`config.mk`:
```
export PLATFORM = sky130hd
export DESIGN_NAME = lms_adapt_ctrl
export DESIGN_NICKNAME = d
export VERILOG_FILES = /design/src/rtl/filter_ctrl_pkg.sv /design/src/rtl/sw_debounce.sv /design/src/rtl/lms_adapt_ctrl.sv
export SDC_FILE = /design/constraint.sdc
export NUM_CORES = 1
export LEC_CHECK = 0
export ABC_AREA = 1
export CAP_MARGIN = 20
export CORE_MARGIN = 5
export CORE_UTILIZATION = 50
export CTS_CLUSTER_DIAMETER = 100
export DETAILED_ROUTE_END_ITERATION = 10
export DONT_BUFFER_PORTS = 1
export HOLD_SLACK_MARGIN = 0.05
export PLACE_DENSITY = 0.68
export SYNTH_ARGS = -nofsm -noshare
export SYNTH_HDL_FRONTEND = slang
export SYNTH_SLANG_ARGS = --single-unit
```
`constraint.sdc`:
```
create_clock -name clk -period 2.6 [get_ports clk]
set_input_delay 0.52 -clock clk [delete_from_list [all_inputs] [get_ports clk]]
set_output_delay 0.52 -clock clk [all_outputs]
set_load 0.05 [all_outputs]
```
`src/rtl/filter_ctrl_pkg.sv`:
```
// Shared types and constants for the LMS adaptation sequencer.
package filter_ctrl_pkg;

    typedef enum logic [2:0] {
        ST_IDLE   = 3'd0,
        ST_CLEAR  = 3'd1,
        ST_FLUSH  = 3'd2,
        ST_ADAPT  = 3'd3,
        ST_FROZEN = 3'd4
    } state_e;

    localparam int SW_SEL    = 0;
    localparam int SW_FREEZE = 1;
    localparam int SW_CLR    = 2;
    localparam int SW_W      = 3;

    localparam int          CLK_DIV_DEF       = 450;
    localparam int          DB_SAMPLES_DEF    = 64;
    localparam int          FLUSH_SAMPLES_DEF = 64;
    localparam int          WIN_LOG2_DEF      = 8;
    localparam logic [15:0] CONV_THRESH_DEF   = 16'd2048;

    // |e| clamped so the most negative code maps to the largest positive one.
    function automatic logic [14:0] abs_sat(input logic [15:0] e);
        logic [15:0] mag;
        if (e == 16'h8000) begin
            return 15'h7fff;
        end
        mag = e[15] ? (~e + 16'd1) : e;
        return mag[14:0];
    endfunction

endpackage

```
`src/rtl/sw_debounce.sv`:
```
// Switch synchroniser plus stability filter; a change is accepted once it has
// persisted for DB_SAMPLES ticks, and any return to the old value restarts the count.
module sw_debounce #(
    parameter int W          = 3,
    parameter int DB_SAMPLES = 64
) (
    input  logic         clk_i,
    input  logic         reset_i,
    input  logic         tick_i,
    input  logic [W-1:0] raw_i,
    output logic [W-1:0] stable_o
);

    localparam int CW = $clog2(DB_SAMPLES + 1);

    logic [W-1:0]  sync1_q;
    logic [W-1:0]  sync2_q;
    logic [W-1:0]  stable_q;
    logic [CW-1:0] cnt_q [W];

    always_ff @(posedge clk_i or posedge reset_i) begin
        if (reset_i) begin
            sync1_q  <= '0;
            sync2_q  <= '0;
            stable_q <= '0;
            for (int i = 0; i < W; i++) begin
                cnt_q[i] <= '0;
            end
        end else begin
            sync1_q <= raw_i;
            sync2_q <= sync1_q;
            for (int i = 0; i < W; i++) begin
                if (sync2_q[i] == stable_q[i]) begin
                    cnt_q[i] <= '0;
                end else if (tick_i) begin
                    if (cnt_q[i] == CW'(DB_SAMPLES - 1)) begin
                        stable_q[i] <= sync2_q[i];
                        cnt_q[i]    <= '0;
                    end else begin
                        cnt_q[i] <= cnt_q[i] + CW'(1);
                    end
                end
            end
        end
    end

    assign stable_o = stable_q;

endmodule

```
`src/rtl/lms_adapt_ctrl.sv`:
```
// Sample-rate sequencer for the LMS datapath: strobe generation, switch debounce,
// and the clear/flush/adapt/freeze life-cycle. All outputs come straight from flops.
module lms_adapt_ctrl
    import filter_ctrl_pkg::*;
#(
    parameter int          CLK_DIV       = CLK_DIV_DEF,
    parameter int          DB_SAMPLES    = DB_SAMPLES_DEF,
    parameter int          FLUSH_SAMPLES = FLUSH_SAMPLES_DEF,
    parameter int          WIN_LOG2      = WIN_LOG2_DEF,
    parameter logic [15:0] CONV_THRESH   = CONV_THRESH_DEF
) (
    input  logic        clk,
    input  logic        reset,
    input  logic [7:0]  sw_raw,
    input  logic [15:0] err,
    output logic        sample_en,
    output logic        sel_fir,
    output logic        adapt_en,
    output logic        weight_clr,
    output logic        converged,
    output logic [2:0]  state
);

    localparam int DIV_W = $clog2(CLK_DIV);
    localparam int FL_W  = $clog2(FLUSH_SAMPLES + 1);
    localparam int ACC_W = 15 + WIN_LOG2;

    logic [DIV_W-1:0]    div_q, div_d;
    logic                sample_en_q;
    logic [SW_W-1:0]     db_sw;
    logic [SW_W-1:0]     db_prev_q;
    state_e              state_q;
    logic [FL_W-1:0]     flush_cnt_q;
    logic [WIN_LOG2-1:0] win_q;
    logic [ACC_W-1:0]    acc_q;
    logic                sel_fir_q, adapt_en_q, weight_clr_q, converged_q;

    logic [14:0]         err_abs;
    logic [ACC_W-1:0]    acc_sum;
    logic [14:0]         mean;
    logic                win_done, mean_low, mean_high;
    logic                mode_chg, clr_req, freeze;
    logic                sw_unused;

    assign sw_unused = ^sw_raw[7:3];

    assign div_d = (div_q == DIV_W'(CLK_DIV - 1)) ? '0 : div_q + DIV_W'(1);

    always_ff @(posedge clk or posedge reset) begin
        if (reset) begin
            div_q       <= '0;
            sample_en_q <= 1'b0;
        end else begin
            div_q       <= div_d;
            sample_en_q <= (div_d == DIV_W'(CLK_DIV - 1));
        end
    end

    sw_debounce #(
        .W          (SW_W),
        .DB_SAMPLES (DB_SAMPLES)
    ) u_db (
        .clk_i    (clk),
        .reset_i  (reset),
        .tick_i   (sample_en_q),
        .raw_i    (sw_raw[SW_W-1:0]),
        .stable_o (db_sw)
    );

    assign mode_chg = db_sw[SW_SEL] ^ db_prev_q[SW_SEL];
    assign clr_req  = db_sw[SW_CLR] & ~db_prev_q[SW_CLR];
    assign freeze   = db_sw[SW_FREEZE];

    // The window-completing sample is folded in before the mean is taken.
    assign err_abs   = abs_sat(err);
    assign acc_sum   = acc_q + ACC_W'(err_abs);
    assign mean      = acc_sum[ACC_W-1:WIN_LOG2];
    assign win_done  = (win_q == '1);
    assign mean_low  = ({2'b00, mean} <= {1'b0, CONV_THRESH});
    assign mean_high = ({2'b00, mean} > {CONV_THRESH, 1'b0});

    always_ff @(posedge clk or posedge reset) begin
        if (reset) begin
            state_q      <= ST_IDLE;
            db_prev_q    <= '0;
            flush_cnt_q  <= '0;
            win_q        <= '0;
            acc_q        <= '0;
            sel_fir_q    <= 1'b0;
            adapt_en_q   <= 1'b0;
            weight_clr_q <= 1'b0;
            converged_q  <= 1'b0;
        end else if (sample_en_q) begin
            db_prev_q <= db_sw;
            if (state_q == ST_IDLE || mode_chg || clr_req) begin
                state_q      <= ST_CLEAR;
                sel_fir_q    <= db_sw[SW_SEL];
                weight_clr_q <= 1'b1;
                adapt_en_q   <= 1'b0;
                converged_q  <= 1'b0;
            end else begin
                case (state_q)
                    ST_CLEAR: begin
                        state_q      <= ST_FLUSH;
                        weight_clr_q <= 1'b0;
                        flush_cnt_q  <= '0;
                    end
                    ST_FLUSH: begin
                        if (flush_cnt_q == FL_W'(FLUSH_SAMPLES - 1)) begin
                            state_q    <= ST_ADAPT;
                            adapt_en_q <= 1'b1;
                            acc_q      <= '0;
                            win_q      <= '0;
                        end else begin
                            flush_cnt_q <= flush_cnt_q + FL_W'(1);
                        end
                    end
                    ST_ADAPT: begin
                        if (win_done) begin
                            acc_q <= '0;
                            win_q <= '0;
                            if (freeze && mean_low) begin
                                state_q     <= ST_FROZEN;
                                adapt_en_q  <= 1'b0;
                                converged_q <= 1'b1;
                            end
                        end else begin
                            acc_q <= acc_sum;
                            win_q <= win_q + WIN_LOG2'(1);
                        end
                    end
                    ST_FROZEN: begin
                        if (!freeze || (win_done && mean_high)) begin
                            state_q     <= ST_ADAPT;
                            adapt_en_q  <= 1'b1;
                            converged_q <= 1'b0;
                            acc_q       <= '0;
                            win_q       <= '0;
                        end else if (win_done) begin
                            acc_q <= '0;
                            win_q <= '0;
                        end else begin
                            acc_q <= acc_sum;
                            win_q <= win_q + WIN_LOG2'(1);
                        end
                    end
                    default: begin
                        state_q      <= ST_IDLE;
                        adapt_en_q   <= 1'b0;
                        weight_clr_q <= 1'b0;
                        converged_q  <= 1'b0;
                    end
                endcase
            end
        end
    end

    assign sample_en  = sample_en_q;
    assign sel_fir    = sel_fir_q;
    assign adapt_en   = adapt_en_q;
    assign weight_clr = weight_clr_q;
    assign converged  = converged_q;
    assign state      = state_q;

endmodule

```
==> results.cfg, run 1 <==
[route]
ant_nets = 0
firstDrtPassIters = 5
totalWireLength_um = 14760
vias = 5636
drt-initial-drc-count = 389
wl_per_cell_um = 13.83
post-route-drc-count = 0
vias_per_cell = 5.282

[logic_synthesis]
syn_area_per_cell_um2 = 7.024
ys_seq_area_share_pct = 37.21
ys_types = 42
synth.top_cell.area_share_pct = 37.21
yosys.area.top_type = dfrtp_1
async_flop_share_pct = 100.0
ys_seq_elements = 87
synth_edf_count = 0
synthTopCellsByArea = dfrtp_1, nand2_1, inv_1, nand3_1, ha_1
synthCells = 833
synth_ff_type = dfrtp_1
synth_fp_nets = 884
synth_area_um2 = 5851
ys.warnings.count = 0

[placement]
dp_hpwl_um = 10370
portBuffers = 0
place_ws_ns = -1.522
place_area_um2 = 6519
globalplace.congestion = 0.8940

[timing]
slew_headroom_pct = 49.80
setup_ws_ns = -0.9128
fin_crit_sh_pct = 135.1
finalCriticalPeriod_ns = 3.513
finClkSkew_ns = 0.008528
tns_ns = -31.74
rsz0062_at_grt = yes
hold_viol_final = 0
tightest_slew_ns = 0.7522
final_max_slew_viol_count = 0
finalSetupViolations = 36
max_freq_mhz = 284.7

[cts]
clk_latency_ns = 0.35
root_buffer = clkbuf_16
clk_path_buf_depth = 2
clk_pin_slew_ns = 0.07
h-tree-depth = 3
tritoncts = built
cts_buffers = 9
cts_sinks = 87

[run_status]
status = complete, but fails checks
violations = setup timing

[floorplanning]
floorplan.initialDensity_pct = 51.02
std_cell_rows = 39
fp.dieW_um = 118.2
die_area_um2 = 13960
ios = 34
core_um2 = 11470
die_y_um = 118.2

[layout]
fin_nets = 970
drive_gt1_share_pct = 27.27
final_cell_area_um2 = 7571
n_antenna_cell = 0
fillers = 902
syn2layout_area_growth_pct = 29.41

[run]
drv_cap = 0

[critical_path]
path_max_fanout = 5
crit_type = in2reg
r2r-start = u_db.stable_o[0]
max_stage_delay_ns = 0.30
critPathLaunch = err[0]
required_ns = 2.87
start_kind = input port
endpoint_kind = flop
crit_arrival_ns = 3.79
crit_top_cell = nand2_2
slowest_stage = ha_1

[hold_path]
hp-class = in2reg
holdCritStartpoint = sw_raw[0]

[power]
peakVddDrop_uv = 479.8
power_per_cell_area_nw_per_um2 = 445.2
power_leakage_nw = 3.813

[global_route]
track_usage_pct = 21.11
antenna_found_initial = 0
grt_max_degree = 56
grt_overflow_total = 0
grt_pass1_wl_um = 24810
grt_pass1_vias = 5488
[report_power, final]
part / total, mW / internal, mW / leakage [nW] / switching [mW]
clock network: 1.34 / 0.778 / 0.143 / 0.562
registers: 1.36 / 1.36 / 1.04 / 0.00183
logic: 0.671 / 0.286 / 2.63 / 0.384
total: 3.37 / 2.42 / 3.81 / 0.948
[cells in the final DEF, fill, tap and decap left out, types with 4 or more instances in the layout]
| cell | count |
|---|---|
| nand2_1 | 208 |
| inv_1 | 119 |
| dfrtp_1 | 87 |
| buf_4 | 75 |
| nor2_1 | 63 |
| nand3_1 | 53 |
| nand2_2 | 37 |
| nand3_2 | 23 |
| xor2_1 | 20 |
| o21ai_2 | 20 |
| o21ai_0 | 19 |
| nor2_2 | 18 |
| ha_1 | 18 |
| nor3_1 | 13 |
| nand4_1 | 12 |
| xnor2_1 | 12 |
| inv_2 | 11 |
| a21oi_1 | 9 |
| clkbuf_16 | 9 |
| nand2_4 | 6 |
| o22ai_1 | 6 |
| ha_4 | 6 |
| a21oi_2 | 5 |
| or2_2 | 5 |
| o211ai_1 | 5 |
| nor3b_1 | 5 |
| nor2_4 | 4 |
| nand2_8 | 4 |
| o21ai_1 | 4 |
[worst max-delay path, delay by kind of cell]
kind,cells,cell delay (ns)
AO/OA/AOI/OAI,3,0.33
adder cells (fa/ha/maj),2,0.42
buffers and inverters,5,0.47
AND/OR/NAND/NOR,20,2.04
[routing by layer]
layer,wire length [µm],GRT usage [%],vias to the layer above
li1,-,-,2822
met1,6480,26.32,2680
met2,7389,36.71,100
met3,547,3.773,34
met4,340,7.527,0
met5,0,0,-
[final cells by class]
| type | instances | area (µm²) | area share, % |
|---|---|---|---|
| Inverter | 135 | 546.8 | 7.222 |
| Clock buffer | 11 | 242.7 | 3.206 |
| Clock inverter | 5 | 62.56 | 0.8263 |
| Timing Repair Buffer | 81 | 646.9 | 8.544 |
| Tap cell | 143 | 178.9 | 2.363 |
| Sequential cell | 87 | 2177 | 28.76 |
| Multi-Input combinational cell | 605 | 3716 | 49.08 |
[synth_stat cells (3+ instances only)]
cell type / count
a21oi_1: 14
clkbuf_1: 5
dfrtp_1: 87
ha_1: 24
inv_1: 126
inv_2: 8
nand2_1: 243
nand2_2: 9
nand3_1: 76
nand3b_1: 3
nand4_1: 12
nor2_1: 77
nor2_2: 8
nor3_1: 17
nor3b_1: 6
o211ai_1: 5
o21ai_0: 32
o21ai_2: 10
o22ai_1: 6
or2_2: 5
xnor2_1: 12
xor2_1: 20
[final timing paths]
check / cells past startpoint / end / slack, ns
worst max-delay path: 30 / acc_q[20] / -0.91
worst min-delay path: 0 / u_db.sync1_q[0] / 0.20
worst max register to register: 11 / acc_q[20] / -0.23
worst min register to register: 0 / u_db.sync2_q[2] / 0.35
max in group asynchronous: 3 / flush_cnt_q[2] / 1.45
min in group asynchronous: 2 / div_q[6] / 0.58
[state kept, by name, summed over array words and instances, names as in the netlist, 2 cells and up]
signal         count
u_db.sync1_q       3
db_prev_q          2
u_db.sync2_q       3
state              3
win_q              8
div_q              9
acc_q             23
flush_cnt_q        7
u_db.stable_o      3
u_db.cnt_q        21
[logic make-up after synthesis]
family                     Yosys count  share of synthesized area (%)
and+or+nand+nor                    463                          34.30
AOI/OAI and AO/OA                   80                          8.405
buffers and inverters              144                          9.474
muxes                                2                         0.3422
DFF                                 87                          37.21
adders and majority gates           25                          5.475
xor gates and xnor gates            32                          4.790
[metrics by stage]
stage                     utilization, %  hold slack [ns]  std cells  total power [mW]
after floorplan                        -           0.3312        833             1.735
after global placement             56.85           0.3347       1024             1.910
after detailed placement           56.85           0.3364       1024             1.917
after CTS                          63.92           0.1887       1060             3.348
after global routing               66.02           0.1783       1067             3.527
final                              66.02           0.1978       1067             3.371
[timing repair]
action                                  CTS  global route
pin swaps                                25            27
gates resized for setup                  94            44
endpoints found under the setup margin   36            37
hold buffers                              1             0
endpoints found under the hold margin     8             0
cloned                                    3             1
buffers inserted                         16             6
No activity file was read; power rests on OpenSTA's default activity.
==> run 2: changes to the inputs <==
Settings changed: CORE_UTILIZATION 50 to 30, PLACE_DENSITY 0.68 to unset.
==> run 2 against run 1 <==
Hold slack got worse by 0.064 ns. Clock-buffer cell count rose by 1. Sequential power barely moved. Via count fell by 3.9%. Flip-flop and latch count did not move. First-iteration DRC count fell by 1.0%. Core utilization fell by 27 points. Critical path depth fell by 1. Sequential share of layout area barely moved. Combinational power barely moved. Global-route usage fell by 7.8 points. Maximum frequency rose by 1.3%. The run still ends with setup timing left. Largest cell class unchanged.
==> results.cfg, run 2 (synthesis results as in run 1) <==
[run_status]
status = complete, but fails checks
violations = setup timing

[critical_path]
endpoint_kind = flop
crit_top_cell = nand2_1
max_stage_delay_ns = 0.34
required_ns = 2.87
cp.buffers_inverters = 3
start_kind = input port
cpLargestDelayFamily = simple AND/OR/NAND/NOR gates
slowest_stage = ha_2
crit_type = in2reg
path_max_fanout = 8
crit_arrival_ns = 3.74

[timing]
setup_ws_ns = -0.8674
slew_headroom_pct = 44.74
max_freq_mhz = 288.4
finClkSkew_ns = 0.009273
hold_slack_ns = 0.1336
finalCriticalPeriod_ns = 3.467
rsz0062_at_grt = yes
hold_viol_final = 0
finalSetupViolations = 36
fin_crit_sh_pct = 133.4
tightest_slew_ns = 0.8280
final_max_slew_viol_count = 0

[floorplanning]
ios = 34
core_um2 = 19330
die_y_um = 149.7
fp.dieW_um = 149.7
die_area_um2 = 22400
floorplan.initialDensity_pct = 30.26
std_cell_rows = 51

[placement]
dp_cells = 1152
portBuffers = 0
dp_hpwl_um = 10470
globalplace.congestion = 0.8973

[layout]
top_register = acc_q
final_cells = 1194
drive_gt1_share_pct = 24.54
n_antenna_cell = 0
fin_nets = 975
syn2layout_area_growth_pct = 29.53
layout_commonest_cell = nand2_1
reg_top3 = acc_q: 23 flops, u_db.cnt_q: 21 flops, div_q: 9 flops
fillers = 1919
seq_area_um2 = 2177
largest_register_ffs = 23
final_cell_mix = nand2_1, inv_1, dfrtp_1, buf_4, nor2_1
final_core_util_pct = 39.20
multi_input_area_um2 = 3556

[cts]
cts_hold_buf = 0
tritoncts = built
cts_buffers = 9
cts_sinks = 87
h-tree-depth = 3
root_buffer = clkbuf_16
clk_latency_ns = 0.34
clk_path_buf_depth = 2
clk_pin_slew_ns = 0.06

[hold_path]
hp-class = in2async

[global_route]
antenna_found_initial = 0
track_usage_pct = 13.32
grt_overflow_total = 0
grt_max_degree = 32
grt_pass1_wl_um = 24440
grt_pass1_vias = 5352

[route]
firstDrtPassIters = 6
totalWireLength_um = 14250
post-route-drc-count = 0
drt-initial-drc-count = 385
dr_wl_met2_um = 6830
vias = 5418
ant_nets = 0
maxUsedRoutingLayer = met4
vias_per_cell = 4.538
wl_met1_um = 6554
route.met3.wl_um = 384
wl_per_cell_um = 11.93

[power]
power_per_cell_area_nw_per_um2 = 427.6
power_leakage_nw = 3.825
fin_total_pwr_mw = 3.241
peakVddDrop_uv = 307.8

[run]
drv_cap = 0
==> run 2: cell count changes in the layout (fill, tap and decap cells not counted), moves of 2 or more <==
| cell | before | now |
|---|---|---|
| nor2_1 | 63 | 69 |
| nand2_2 | 37 | 32 |
| nor2_2 | 18 | 11 |
| nand2_4 | 6 | 4 |
| nand3_1 | 53 | 65 |
| nand2_1 | 208 | 216 |
| buf_4 | 75 | 81 |
| o21ai_1 | 4 | 6 |
| ha_4 | 6 | 4 |
| nand3_2 | 23 | 10 |
==> run 2: path summary, 6_finish.rpt <==
kind | startpoint | to | slack [ns] | cells past startpoint
max in group asynchronous | reset | acc_q[18] | 1.90 | 2
worst min-delay path | reset | u_db.cnt_q[15] | 0.13 | 1
worst max register to register | acc_q[0] | win_q[0] | -0.18 | 21
worst max-delay path | err[0] | win_q[0] | -0.87 | 29
min in group clk | sw_raw[2] | u_db.sync1_q[2] | 0.20 | 0
worst min register to register | u_db.sync1_q[2] | u_db.sync2_q[2] | 0.35 | 0
==> run 2: power by group <==
part / internal (mW) / switching [mW] / total (mW)
registers: 1.36 / 0.00212 / 1.36
clock network: 0.677 / 0.529 / 1.21
logic: 0.302 / 0.372 / 0.674
total: 2.34 / 0.903 / 3.24
==> run 2: cell type report <==
type	count	share of cell area (%)
well taps	265	4.375
multi-input cells	605	46.92
flip-flops and latches	87	28.73
clock buffers	12	3.252
clock inverters	4	0.3962
inverters	135	7.281
repair buffers	86	9.047
==> run 2: timing repair <==
action,CTS,global route
endpoints found under the setup margin,36,38
gates cloned,2,1
setup buffers,20,3
pin swaps,19,22
resized for setup,64,39
==> run 2: through the flow <==
| step | setup TNS, ns | worst slack [ns] | instance area, µm² |
|---|---|---|---|
| finish | -29.43 | -0.8674 | 7579 |
| CTS | -25.89 | -0.7644 | 7396 |
| detailed placement | -43.13 | -1.277 | 6716 |
| floorplan | -24.49 | -0.7398 | 5938 |
| global route | -41.05 | -1.182 | 7579 |
| global placement | -41.71 | -1.216 | 6716 |
==> run 2: metal layers <==
metal  GRT usage [%]  vias to the layer above
li1                -                     2833
met1           17.11                     2463
met2           22.06                       90
met3           1.938                       32
met4           6.359                        0
met5               0                        -
